[config.mk]
export PLATFORM = sky130hd
export DESIGN_NAME = ascii_dec_tx
export DESIGN_NICKNAME = d
export VERILOG_FILES = /design/src/rtl/ascii_bus_pkg.sv /design/src/rtl/bin2bcd_seq.sv /design/src/rtl/ascii_dec_tx.sv
export SDC_FILE = /design/constraint.sdc
export NUM_CORES = 1
export LEC_CHECK = 0
export CAP_MARGIN = 40
export CORE_MARGIN = 2
export CORE_UTILIZATION = 32
export DETAILED_ROUTE_END_ITERATION = 10
export PLACE_DENSITY = 0.54
export SYNTH_ARGS = -nofsm -noshare
export SYNTH_HDL_FRONTEND = slang
export SYNTH_SLANG_ARGS = --single-unit
[constraint.sdc]
create_clock -name clk -period 3.94 [get_ports clk]
set_input_delay 0.591 -clock clk [delete_from_list [all_inputs] [get_ports clk]]
set_output_delay 0.591 -clock clk [all_outputs]
set_load 0.05 [all_outputs]
[src/rtl/ascii_bus_pkg.sv]
// Shared definitions for the ASCII byte bus (transmit encoder and receive decoder).
package ascii_bus_pkg;

  localparam logic [7:0] ASCII_ZERO = 8'h30;

  typedef enum logic [1:0] {
    IDLE = 2'd0,
    CONV = 2'd1,
    SEND = 2'd2
  } state_t;

  // Double-dabble correction applied to one BCD digit before it is shifted.
  function automatic logic [3:0] add3(input logic [3:0] d);
    return (d >= 4'd5) ? d + 4'd3 : d;
  endfunction

endpackage

[src/rtl/bin2bcd_seq.sv]
// Sequential double-dabble converter: one input bit per cycle, done pulses once bcd is final.
module bin2bcd_seq
  import ascii_bus_pkg::*;
#(
  parameter int VAL_W = 16,
  parameter int NDIG  = 5
) (
  input  logic                clk,
  input  logic                rst_n,
  input  logic                start,
  input  logic [VAL_W-1:0]    bin,
  output logic                done,
  output logic [NDIG*4-1:0]   bcd
);

  localparam int CNT_W = $clog2(VAL_W + 1);

  logic [VAL_W-1:0]  sr;
  logic [CNT_W-1:0]  cnt;
  logic              run;
  logic [NDIG*4-1:0] bcd_q;
  logic [NDIG*4-1:0] bcd_adj;

  always_comb begin
    bcd_adj = '0;
    for (int unsigned i = 0; i < NDIG; i++) begin
      bcd_adj[4*i +: 4] = add3(bcd_q[4*i +: 4]);
    end
  end

  // The first shift is folded into the load (add-3 on an all-zero BCD is a no-op),
  // so the remaining VAL_W-1 shifts finish in time for done to land on the last CONV cycle.
  always_ff @(posedge clk or negedge rst_n) begin
    if (!rst_n) begin
      sr    <= '0;
      cnt   <= '0;
      run   <= 1'b0;
      done  <= 1'b0;
      bcd_q <= '0;
    end else if (start) begin
      bcd_q <= {{(NDIG*4-1){1'b0}}, bin[VAL_W-1]};
      sr    <= bin << 1;
      cnt   <= CNT_W'(1);
      run   <= 1'b1;
      done  <= 1'b0;
    end else if (run) begin
      bcd_q <= {bcd_adj[NDIG*4-2:0], sr[VAL_W-1]};
      sr    <= sr << 1;
      cnt   <= cnt + 1'b1;
      if (cnt == CNT_W'(VAL_W - 1)) begin
        run  <= 1'b0;
        done <= 1'b1;
      end
    end else begin
      done <= 1'b0;
    end
  end

  assign bcd = bcd_q;

endmodule

[src/rtl/ascii_dec_tx.sv]
// Streams an unsigned binary value as ASCII decimal digits, MSD first, leading zeros suppressed.
module ascii_dec_tx
  import ascii_bus_pkg::*;
#(
  parameter int VAL_W = 16,
  parameter int NDIG  = 5
) (
  input  logic             clk,
  input  logic             rst_n,
  input  logic             in_valid,
  output logic             in_ready,
  input  logic [VAL_W-1:0] in_value,
  output logic             out_valid,
  input  logic             out_ready,
  output logic [7:0]       out_data,
  output logic             out_last,
  output logic             busy
);

  localparam int IDX_W = (NDIG > 1) ? $clog2(NDIG) : 1;

  state_t            state;
  logic [IDX_W-1:0]  idx;
  logic [IDX_W-1:0]  lead_idx;
  logic [IDX_W-1:0]  sel_idx;
  logic [3:0]        sel_digit;
  logic [NDIG*4-1:0] bcd;
  logic              conv_done;
  logic              start;

  assign in_ready  = (state == IDLE);
  assign busy      = (state != IDLE);
  assign out_valid = (state == SEND);
  assign start     = in_valid & in_ready;

  bin2bcd_seq #(
    .VAL_W (VAL_W),
    .NDIG  (NDIG)
  ) u_bin2bcd (
    .clk   (clk),
    .rst_n (rst_n),
    .start (start),
    .bin   (in_value),
    .done  (conv_done),
    .bcd   (bcd)
  );

  // Highest non-zero digit wins; all-zero leaves index 0 so a lone '0' is sent.
  always_comb begin
    lead_idx = '0;
    for (int unsigned i = 0; i < NDIG; i++) begin
      if (bcd[4*i +: 4] != 4'd0) lead_idx = IDX_W'(i);
    end
  end

  assign sel_idx = (state == CONV) ? lead_idx : idx - 1'b1;

  always_comb begin
    sel_digit = '0;
    for (int unsigned i = 0; i < NDIG; i++) begin
      if (IDX_W'(i) == sel_idx) sel_digit = bcd[4*i +: 4];
    end
  end

  always_ff @(posedge clk or negedge rst_n) begin
    if (!rst_n) begin
      state    <= IDLE;
      idx      <= '0;
      out_data <= 8'h00;
      out_last <= 1'b0;
    end else begin
      case (state)
        IDLE: begin
          if (start) state <= CONV;
        end
        CONV: begin
          if (conv_done) begin
            state    <= SEND;
            idx      <= lead_idx;
            out_data <= ASCII_ZERO + {4'h0, sel_digit};
            out_last <= (lead_idx == '0);
          end
        end
        SEND: begin
          if (out_ready) begin
            if (idx == '0) begin
              state    <= IDLE;
              out_last <= 1'b0;
            end else begin
              idx      <= idx - 1'b1;
              out_data <= ASCII_ZERO + {4'h0, sel_digit};
              out_last <= (idx == IDX_W'(1));
            end
          end
        end
        default: state <= IDLE;
      endcase
    end
  end

endmodule

After elaboration in Yosys (flattened, before gate mapping)
Cells that the tools add are included.

operators by class
  bitwise gates (word level) = 1
  multiplexer cells = 44
  eq/ne operators = 14
  reduce and logical (&&, ||, !) cells = 14
  $lt $le $gt $ge = 5
  $add $sub $neg = 8

operators with widths
  kind                                                               count
  two-way mux 20 bit                                                 2
  two-way mux 4 bit                                                  9
  two-way mux 16 bit                                                 2
  two-way mux 8 bit                                                  3
  two-way mux 3 bit                                                  7
  greater-or-equal comparator 4 x 3 -> 1 bit, second input constant  5
  adder 4 x 2 -> 4 bit, second input constant                        4
  one-hot mux 8 bit (2 select lines)                                 1
  nonzero test 4 bit                                                 4
  two-way mux 1 bit                                                  10
  two-way mux 2 bit                                                  5
  two-way mux 5 bit                                                  2
  zero test 3 bit                                                    3
  inequality test 2 x 1 -> 1 bit, second input constant              4
  AND reduction 4 bit                                                2
  adder 6 x 4 -> 7 bit, first input constant                         1
  equality test 2 x 3 -> 1 bit, first input constant                 2
  one-hot mux 2 bit (3 select lines)                                 1
  one-hot mux 3 bit (2 select lines)                                 1
  nonzero test 2 bit                                                 3
  adder 5 x 1 -> 5 bit, second input constant                        1
  equality test 5 x 4 -> 1 bit, second input constant                1
  adder 3 x 2 -> 3 bit, second input constant                        1
  equality test 1 x 3 -> 1 bit, first input constant                 1
  11 further kinds                                                   11

storage, ports and cells
  register bits = 57
  bits of input ports = 20
  logic and storage cells = 95
  output and inout bits = 12

Depth between registers and ports, before layout
  word-level depth = 16
  gate-level depth with buffers = 7
  mapped depth without buffers = 7

Cells and area by module
A second synthesis with hierarchy kept.

second synthesis, totals
  cells, all modules = 346
  area total of the unflattened synthesis = 3345.7 sq um

by module, submodules not included
  module        cells an instance  instances  area an instance (sq um)  seq. area each (sq um)
  bin2bcd_seq   228                1          2252.2                    1051.0
  ascii_dec_tx  118                1          1093.5                    275.3

Least setup slack after synthesis
OpenSTA, ideal clock, no wires.

  path kind = reg-to-reg
  start = register state[0]
  end = register state[1]
  path slack = 1916 ps
  clock period less this slack = 2024 ps
  required time = 3812 ps
  buffers on the path = 0
  stages on the path, launching flop included = 6
  library setup time = 128 ps
  arrival time = 1896 ps
  cells stage by stage = dfrtp_1 -> inv_1 -> ha_1 -> inv_1 -> o21ai_1 -> mux2_1

on the way
  longest elaborated chain between the ends = 4
  elaborated cells between the ends (all ways) = 10
  those cells by class = eq/ne: 6; mux: 1; bitwise: 1; reduce/logical: 2

RTL lines
  element                                          line                RTL
  start, declared                                  ascii_dec_tx.sv:22  state_t state;
  start signal, assigned                           ascii_dec_tx.sv:67  state <= IDLE;
  start signal, assigned                           ascii_dec_tx.sv:74  if (start) state <= CONV;
  start signal, assigned                           ascii_dec_tx.sv:78  state <= SEND;
  zero test 2 bit *                                ascii_dec_tx.sv:31  assign in_ready = (state == IDLE);
  via in_ready                                     ascii_dec_tx.sv:11  output logic in_ready,
  bitwise AND 1 bit                                ascii_dec_tx.sv:34  assign start = in_valid & in_ready;
  inequality test 2 x 1 -> 1 bit (no source line)  -
  AND reduction 4 bit (no source line)             -

Mark *: on every way through the listed nets, which the timed path passes. The rest lies on a longest branch.
A chain may end at the register's enable or synchronous reset.

Final worst setup path
  start = register state[0]
  end = output out_valid

on the way
  longest elaborated chain between the ends = 1

RTL lines
  element              line                RTL
  equality test 2 bit  ascii_dec_tx.sv:33  assign out_valid = (state == SEND);
  end, declared        ascii_dec_tx.sv:13  output logic out_valid,

No other way between the ends.

==> results.toml <==
[cells_and_area]
n_antenna_cell = 0
fin_util_pct = 38.17
drive_above_1_share_pct = 6.849
stdcell_area_um2 = 3696
stdcell_count = 498
area_delta_synth_final_pct = 16.34
nets = 406

[timing]
finalCritPeriodShare_pct = 65.32
maxSlewViolCount = 0
period_minus_slack_ns = 2.574
rsz0062_at_grt = "no"
hold_violations = 0
fin_hold_ws_ns = 0.2244
setup_viol = 0
tightestPinTransition_ns = 0.5098
max_freq_mhz = 388.5
fin_tns_setup_ns = 0
relSlewSlack_pct = 65.90
finalClockSkew_ns = 0.006989

[placement]
dp.cells = 490
dpl.hpwl_um = 4715
port_buffers = 29
place_congestion = 0.7433
dpl_cell_area_um2 = 3606

[run_status]
status = "finished, final reports clean"

[job]
drv_cap = 0

[synth]
synth-compound-area-share_pct = 18.12
synth_top_family_by_area = "compound AO/OA/AOI/OAI gates"
postSynthCellCount = 341
netlist_area_um2 = 3177
synth_edf_count = 0
synth_ff_type = "dfrtp_1"
ys_seq_elements = 53
syn_avg_cell_area_um2 = 9.316
synth_xor_area_share_pct = 3.033
yosysSeqAreaShare_pct = 41.75
async_flop_share_pct = 100.0
synthMuxAreaShare_pct = 7.601
synthAdderAreaFrac_pct = 8.665
ys_warn_count = 0
yosysUniqueCellTypes = 51
yosys.area_share.simple_pct = 16.07

[route]
drt_iter0_drc = 55
drtPass1Iterations = 5
vias_per_cell = 4.966
antenna_left = 0
drc = 0
wire_per_inst_um = 13.36
via_count = 2473
wl_um = 6655

[clock_network]
h-tree-depth = 2
clk_pin_slew_ns = 0.10
ctsHoldBuffers = 0
cts_setup_buffers = 0
cts_resized = 0
cts_tree = "yes"
numClockSinks = 53
cts_buffer_depth = 2
cts_buffers = 5
clkLatencyLatePin_ns = 0.31
clockRootBuffer = "clkbuf_8"

[power_and_ir_drop]
p_leak_uw = 0.001696
p_per_area_nw_per_um2 = 841.9
ir_drop_v = 0.0002019

[die]
num_rows = 36
io-pin-count = 32
start_util_pct = 32.80
dieArea_um2 = 10740
die_height_um = 103.6
core_um2 = 9684
die_w_um = 103.6

[hold_path]
min_path_type = "primary input to asynchronous set/reset pin"

[grt]
antenna_found_initial = 0
grt_max_degree = 51
overflow = 0
track_usage_pct = 13.05
grt_pass1_wl_um = 11590
first_global_vias = 2377

[worst_setup_path]
setup.worst_path.end_class = "output pin"
reg2reg_from = "u_bin2bcd.bcd[12]$_DFFE_PN0P_"
arrival_ns = 1.98
start_kind = "register"
r2r_slack_ns = 1.76
path_class = "register to output pin"
required_ns = 3.35
rr_endpoint = "out_data[0]$_DFFE_PN0P_"
rr_worst_depth = 7
setup.worst_path.start = "state[0]$_DFFE_PN0P_"
crit_fanout = 8
-- cell families after synthesis --
group	Yosys count
xor gates and xnor gates	11
adders and majority gates	22
DFF	53
AOI/OAI and AO/OA	93
buffers and inverters	36
other	1
muxes	24
and+or+nand+nor	101
-- worst max path at each step --
stage / cells after the start / endpoint
global placement: 3 / u_bin2bcd.bcd[0]$_DFFE_PN0P_
CTS: 3 / out_valid
finish: 3 / out_valid
detailed placement: 3 / out_valid
global route: 3 / out_valid
floorplan: 5 / state[1]$_DFFE_PN0P_
-- worst max-delay path, stage by stage (launching register included) --
cell and delay [ns]:
dfrtp_1 0.43, inv_1 0.09, ha_1 0.30, clkdlybuf4s50_1 0.86
-- cells in the final DEF (no fill, tap or decap), drive strengths merged, types with 2 or more instances in the layout --
| cell type | Yosys | layout |
|---|---|---|
| ha | 22 | 22 |
| conb | 1 | 2 |
| clkinv | 1 | 2 |
| nor3b | 2 | 2 |
| buf | 8 | 4 |
| and3 | 4 | 4 |
| mux2i | 23 | 23 |
| a21oi | 21 | 21 |
| nor2 | 21 | 21 |
| nand3 | 11 | 11 |
| nand2b | 8 | 8 |
| o22ai | 7 | 7 |
| clkdlybuf4s50 | 0 | 28 |
| nand3b | 3 | 3 |
| o211ai | 3 | 3 |
| dfrtp | 53 | 53 |
| xor2 | 3 | 3 |
| clkbuf | 9 | 5 |
| or2 | 4 | 4 |
| inv | 18 | 19 |
| o21ai | 36 | 36 |
| nand2 | 38 | 38 |
| a21o | 3 | 3 |
| a31oi | 5 | 5 |
| a32o | 3 | 3 |
| a211oi | 6 | 6 |
| a32oi | 3 | 3 |
| or3b | 3 | 3 |
| xnor2 | 8 | 8 |
-- final cells by class --
type / instances / area, um^2
fillers: 1012 / 5988
well taps: 133 / 166.4
multi-input cells: 253 / 1708
clock inverters: 3 / 21.27
inverters: 19 / 71.32
repair buffers: 32 / 332.8
flip-flops and latches: 53 / 1328
clock buffers: 5 / 68.82
-- report_power, final --
| group | internal (uW) | switching [uW] |
|---|---|---|
| logic | 758 | 1020 |
| clock network | 127 | 195 |
| registers | 780 | 236 |
| total | 1660 | 1450 |
-- routing by layer --
layer  up-vias  global-route usage, %  wire length, um
met5         -                      0                0
met4         0                  4.537              123
met3        10                  2.454              231
met2        48                  20.62             3016
met1      1170                  17.95             3283
li1       1245                      -                -
-- registers in the layout, summed over array words and instances (netlist names) --
name / flops
idx: 3
out_data: 5
out_last: 1
state: 2
u_bin2bcd.bcd: 20
u_bin2bcd.cnt: 5
u_bin2bcd.done: 1
u_bin2bcd.run: 1
u_bin2bcd.sr: 15
-- stage by stage --
| stage | power (uW) | setup slack (ns) |
|---|---|---|
| finish | 3112 | 1.366 |
| global placement | 2750 | 1.607 |
| global route | 3413 | 1.261 |
| floorplan | 2365 | 1.916 |
| CTS | 3138 | 1.344 |
| detailed placement | 2804 | 1.697 |
-- cells in the mapped netlist (all sizes together), types with 2 or more instances --
library cell  number  share of area (%)
or2                4               0.87
nand2             38                4.5
a21oi             21                3.3
o21ai             36                5.8
xnor2              8                2.2
clkbuf             9                1.1
nand2b             8                1.6
inv               18                2.1
nor2              21                2.5
nand3             11                1.7
o211ai             3               0.71
mux2i             23                7.2
a32o               3               0.95
a211oi             6                1.4
buf                8                1.3
or3b               3                1.1
and3               4               0.79
a21o               3               0.71
ha                22                8.7
nand3b             3               0.71
dfrtp             53                 42
o22ai              7                1.6
nor3b              2               0.47
xor2               3               0.83
a31oi              5                1.2
a32oi              3               0.83
Power figures use the tool's default switching activity.
